### src/rtl/reg_writeback_arbiter_pkg.sv
// Shared types and constants for the register-file writeback arbiter.
package reg_writeback_arbiter_pkg;
    localparam int REG_AW = 5;
    localparam int DATA_W = 32;
    localparam logic [REG_AW-1:0] ZERO_REG = '0;

    typedef struct packed {
        logic [REG_AW-1:0] rd;
        logic [DATA_W-1:0] data;
    } wb_entry_t;
endpackage

### src/rtl/wb_result_fifo.sv
// Two-entry FIFO of {rd, data} memory results; caller guarantees no push when full / pop when empty.
module wb_result_fifo
    import reg_writeback_arbiter_pkg::*;
(
    input  logic              i_clk,
    input  logic              i_rst_n,
    input  logic              i_push,
    input  logic              i_pop,
    input  logic [REG_AW-1:0] i_rd,
    input  logic [DATA_W-1:0] i_data,
    output logic [REG_AW-1:0] o_head_rd,
    output logic [DATA_W-1:0] o_head_data,
    output logic [1:0]        o_count
);
    wb_entry_t  r_mem [2];
    logic       r_wptr;
    logic       r_rptr;
    logic [1:0] r_count;

    // Storage needs no reset: occupancy gates every read of it.
    always_ff @(posedge i_clk) begin
        if (i_push) r_mem[r_wptr] <= '{rd: i_rd, data: i_data};
    end

    always_ff @(posedge i_clk or negedge i_rst_n) begin
        if (!i_rst_n) begin
            r_wptr  <= 1'b0;
            r_rptr  <= 1'b0;
            r_count <= 2'd0;
        end else begin
            if (i_push) r_wptr <= ~r_wptr;
            if (i_pop)  r_rptr <= ~r_rptr;
            case ({i_push, i_pop})
                2'b10:   r_count <= r_count + 2'd1;
                2'b01:   r_count <= r_count - 2'd1;
                default: r_count <= r_count;
            endcase
        end
    end

    assign o_head_rd   = r_mem[r_rptr].rd;
    assign o_head_data = r_mem[r_rptr].data;
    assign o_count     = r_count;
endmodule

### src/rtl/reg_writeback_arbiter.sv
// ALU vs. queued-memory-result writeback arbiter with starvation back-pressure.
// Optional BYPASS_EN macro adds combinational forwarding of the in-flight write.
module reg_writeback_arbiter
    import reg_writeback_arbiter_pkg::*;
#(
    parameter int STARVE_LIMIT = 4
) (
    input  logic              i_clk,
    input  logic              i_rst_n,
    input  logic              i_alu_valid,
    output logic              o_alu_ready,
    input  logic [REG_AW-1:0] i_alu_rd,
    input  logic [DATA_W-1:0] i_alu_data,
    input  logic              i_mem_valid,
    output logic              o_mem_ready,
    input  logic [REG_AW-1:0] i_mem_rd,
    input  logic [DATA_W-1:0] i_mem_data,
    output logic              o_reg_write,
    output logic [REG_AW-1:0] o_write_reg,
    output logic [DATA_W-1:0] o_write_data,
    output logic [1:0]        o_q_count
`ifdef BYPASS_EN
    ,
    input  logic [REG_AW-1:0] i_byp_reg1,
    input  logic [REG_AW-1:0] i_byp_reg2,
    output logic              o_byp_hit1,
    output logic              o_byp_hit2,
    output logic [DATA_W-1:0] o_byp_data1,
    output logic [DATA_W-1:0] o_byp_data2
`endif
);
    localparam int SW = $clog2(STARVE_LIMIT + 1);
    localparam logic [SW-1:0] LIMIT = SW'(STARVE_LIMIT);

    logic [SW-1:0]     r_starve;
    logic [1:0]        w_count;
    logic [REG_AW-1:0] w_head_rd;
    logic [DATA_W-1:0] w_head_data;
    logic              w_q_busy;
    logic              w_alu_win;
    logic              w_pop;
    logic              w_push;

    // Ready signals derive only from registered state.
    assign w_q_busy    = (w_count != 2'd0);
    assign o_mem_ready = (w_count != 2'd2);
    assign o_alu_ready = !((r_starve == LIMIT) && w_q_busy);

    // An accepted ALU result to x0 is swallowed and leaves the slot to the queue.
    assign w_alu_win = i_alu_valid && o_alu_ready && (i_alu_rd != ZERO_REG);
    assign w_pop     = !w_alu_win && w_q_busy;
    assign w_push    = i_mem_valid && o_mem_ready && (i_mem_rd != ZERO_REG);

    wb_result_fifo u_fifo (
        .i_clk       (i_clk),
        .i_rst_n     (i_rst_n),
        .i_push      (w_push),
        .i_pop       (w_pop),
        .i_rd        (i_mem_rd),
        .i_data      (i_mem_data),
        .o_head_rd   (w_head_rd),
        .o_head_data (w_head_data),
        .o_count     (w_count)
    );

    always_ff @(posedge i_clk or negedge i_rst_n) begin
        if (!i_rst_n) begin
            o_reg_write  <= 1'b0;
            o_write_reg  <= ZERO_REG;
            o_write_data <= '0;
        end else if (w_alu_win) begin
            o_reg_write  <= 1'b1;
            o_write_reg  <= i_alu_rd;
            o_write_data <= i_alu_data;
        end else if (w_pop) begin
            o_reg_write  <= 1'b1;
            o_write_reg  <= w_head_rd;
            o_write_data <= w_head_data;
        end else begin
            o_reg_write  <= 1'b0;
        end
    end

    always_ff @(posedge i_clk or negedge i_rst_n) begin
        if (!i_rst_n)                r_starve <= '0;
        else if (!w_q_busy || w_pop) r_starve <= '0;
        else if (r_starve != LIMIT)  r_starve <= r_starve + SW'(1);
    end

    assign o_q_count = w_count;

`ifdef BYPASS_EN
    assign o_byp_hit1  = o_reg_write && (o_write_reg == i_byp_reg1) && (i_byp_reg1 != ZERO_REG);
    assign o_byp_hit2  = o_reg_write && (o_write_reg == i_byp_reg2) && (i_byp_reg2 != ZERO_REG);
    assign o_byp_data1 = o_write_data;
    assign o_byp_data2 = o_write_data;
`endif
endmodule

### config.mk
export PLATFORM = sky130hd
export DESIGN_NAME = reg_writeback_arbiter
export DESIGN_NICKNAME = d
export VERILOG_FILES = /design/src/rtl/reg_writeback_arbiter_pkg.sv /design/src/rtl/wb_result_fifo.sv /design/src/rtl/reg_writeback_arbiter.sv
export SDC_FILE = /design/constraint.sdc
export NUM_CORES = 1
export LEC_CHECK = 0
export BUFFER_PORTS_ARGS = -buffer_cell sky130_fd_sc_hd__buf_4
export CELL_PAD_IN_SITES_DETAIL_PLACEMENT = 1
export CELL_PAD_IN_SITES_GLOBAL_PLACEMENT = 1
export CORE_MARGIN = 3
export CORE_UTILIZATION = 45
export DETAILED_ROUTE_END_ITERATION = 12
export PLACE_DENSITY_LB_ADDON = 0.08
export REMOVE_ABC_BUFFERS = 1
export SYNTH_ARGS = -nofsm -noshare
export SYNTH_HDL_FRONTEND = slang
export SYNTH_SLANG_ARGS = --single-unit
### constraint.sdc
create_clock -name i_clk -period 9 [get_ports i_clk]
set_clock_uncertainty 0.2 [all_clocks]
set_input_delay 1.35 -clock i_clk [delete_from_list [all_inputs] [get_ports i_clk]]
set_output_delay 1.35 -clock i_clk [all_outputs]
set_load 0.01 [all_outputs]
==> summary.txt <==
Status
  • Status: complete, no violations

Timing
  • Sum Neg Setup Slack: 0 ns
  • Hold Worst Slack: 0.304 ns
  • Min Tclk post-route: 3.62 ns
  • Max Freq: 0.276 GHz
  • Worst Tran Pin Value: 1.17 ns
  • Final Hold Fails: 0
  • RSZ-0062 raised after global routing: no
  • Final Cycle Share: 0.402
  • Final worst setup slack: 5.38 ns
  • Max Slew Vio Count: 0
  • Rel. slew slack: 0.219
  • Final setup violation count: 0

Final layout
  • Final Util: 0.622
  • Final Cell Area: 6480 um^2
  • Layout cells sized above 1: 0.413
  • N_diodes: 0
  • Layout Cells excl Fill: 589
  • Largest register FFs: 74
  • Layout area overhead: 33.6%
  • Total Nets Final: 521

Clock tree
  • Post-cts resize count: 0
  • Max Root-Sink Buffers: 2
  • Post-CTS Hold Buffers: 0
  • Clock tree root buffer cell: clkbuf_8
  • CTS Buf Count: 17
  • Clk sinks: 119
  • Post CTS Setup Buffer Count: 0
  • Reg clk slew, reported paths: 0.05 ns
  • H-tree levels: 4
  • TritonCTS clock tree: built
  • Clk Latency, worst-skew pair: 0.51 ns

Drt
  • Drt first pass iters: 4
  • Remaining DRCs: 0
  • DR iter-0 viols: 144
  • WL final: 11900 um
  • M1 WL: 5010 um
  • Vias per inst: 5.32
  • DR top layer: met4
  • Met3 Routed Length: 644 um
  • Met2 wire length: 6140 um
  • Detail Route Antenna Nets: 0
  • Via count: 3136
  • Post-DR wirelength/cell: 20.2 um

Logic synthesis
  • Synth area leader: edfxtp_1
  • Synth top area share: 0.458
  • Yosys cell types: 30
  • Ys flop type: edfxtp_1
  • Synth Register Bits: 119
  • Synth async-reset ratio: 0.378
  • Post-Syn Area: 4850 um^2
  • Top cells by area, synth: edfxtp_1 46%, dfrtp_1 23%, mux2i_1 7.6%
  • Post-synth EDFFs: 74
  • Avg Inst Size Synth: 15.1 um^2
  • Synthesized instance count: 322
  • Top post-synthesis cells by count: 74 x edfxtp_1, 45 x dfrtp_1, 39 x nor3_1
  • Post-synthesis sequential area ratio: 0.690
  • Most frequent cell after synthesis: edfxtp_1
  • Synth warn: 0

Power and ir drop
  • Final Total Pwr: 2.28 mW
  • Peak supply drop: 153 uV
  • Int Pwr: 1.57 mW
  • LEAKAGE: 2.62 nW
  • Sw Pwr: 0.708 mW
  • Power Density: 352 nW/um^2
  • Clk pwr share: 0.318
  • Combinational power share: 0.276
  • Switching Share: 0.310
  • Sequential Power Share: 0.406

Setup path
  • Kind of critical path: register to output port
  • CP Max Fanout: 43
  • Worst path max stage delay: 1.00 ns
  • Critical path, cell by cell: o211ai_2 -> buf_4
  • CP Data Arrival Time: 2.07 ns
  • CP bufs+invs: 1
  • CP Launch Type: register
  • Crit path max-delay cell type: dfrtp_2
  • CP Capture Type: output port
  • Delay-heaviest family, CP: flip-flops
  • Data required time of the worst path: 7.45 ns

Die
  • Total die area: 12100 um^2
  • Io pins: 120
  • DIE HEIGHT: 110 um
  • Starting Density: 0.466
  • Die Wd: 110 um
  • Cell Rows: 37
  • Core area: 10400 um^2

Run
  • Number of max-cap violations: 0

Placement
  • Port buffer count: 119
  • Gpl congestion: 0.694
  • Post-DP HPWL: 7080 um
  • Post-DP Area: 5850 um^2
  • Pre-CTS WS: 5.13 ns
  • # placed instances: 557

Global route
  • Vias in the first global route: 3398
  • First-pass GRT wire length: 18500 um
  • Total grt overflow: 0
  • Overall Global Routing Usage: 0.210
  • Pin count of the biggest net entering global routing: 46
  • Initial antenna violation count: 0

Hold path
  • Hold Path Class: register to register
placed cells by master, fill, tap and decap left out, drive strengths merged, types with 4 or more instances in the layout:
cell type,synthesis,routed
mux2,35,35
buf,9,121
nor3,39,39
xnor2,4,4
bufinv,0,5
clkbuf,13,24
a21oi,37,37
edfxtp,74,74
nor2,5,5
mux2i,37,37
o211ai,4,4
dfrtp,45,45
path summary, 6_finish.rpt:
check | startpoint | end | slack, ns | cells after the start
setup / recovery | u_fifo.o_count[1] | o_alu_ready | 5.38 | 2
hold / removal | r_starve[0] | r_starve[0] | 0.30 | 1
setup reg to reg | u_fifo.o_count[0] | u_fifo.r_mem[0][21] | 5.83 | 3
hold reg to reg | r_starve[0] | r_starve[0] | 0.30 | 1
max in group asynchronous | i_rst_n | u_fifo.o_count[0] | 7.45 | 1
min in group asynchronous | i_rst_n | o_write_data[26] | 0.68 | 1
cell type report:
class | count | area [um^2]
Tap cell | 136 | 170
Sequential cell | 119 | 3350
Fill cell | 1023 | 3930
Clock buffer | 24 | 470
Timing Repair Buffer | 121 | 908
Inverter | 3 | 11.3
Multi-Input combinational cell | 178 | 1400
Clock inverter | 8 | 168
kinds of logic after synthesis:
kind of cell,count (synthesis),synth area share
fa+ha+maj,3,0.00773
buf+inv,25,0.0258
mux,72,0.158
simple gates,52,0.0547
xor+xnor,5,0.00902
flops,119,0.690
compound gates,46,0.0554
metal layers:
| layer | GRT usage | vias up |
|---|---|---|
| li1 | - | 1453 |
| met1 | 0.266 | 1580 |
| met2 | 0.350 | 93 |
| met3 | 0.0517 | 10 |
| met4 | 0.0748 | 0 |
| met5 | 0 | - |
worst reg2reg max path: cells and delay by family (launching register included):
kind	cells	cell delay, ns
flops	1	1.00
compound gates	1	0.31
simple gates	2	1.23
power by group through the flow:
stage               sequential, mW  combinational, mW  clock (mW)
finish                       0.925              0.629       0.726
detailed placement           0.933              0.630           0
global route                 0.950              0.695       0.768
global placement             0.924              0.611           0
floorplan                    0.934              0.320           0
CTS                          0.927              0.645       0.739
(Power assumes the default switching activity.)
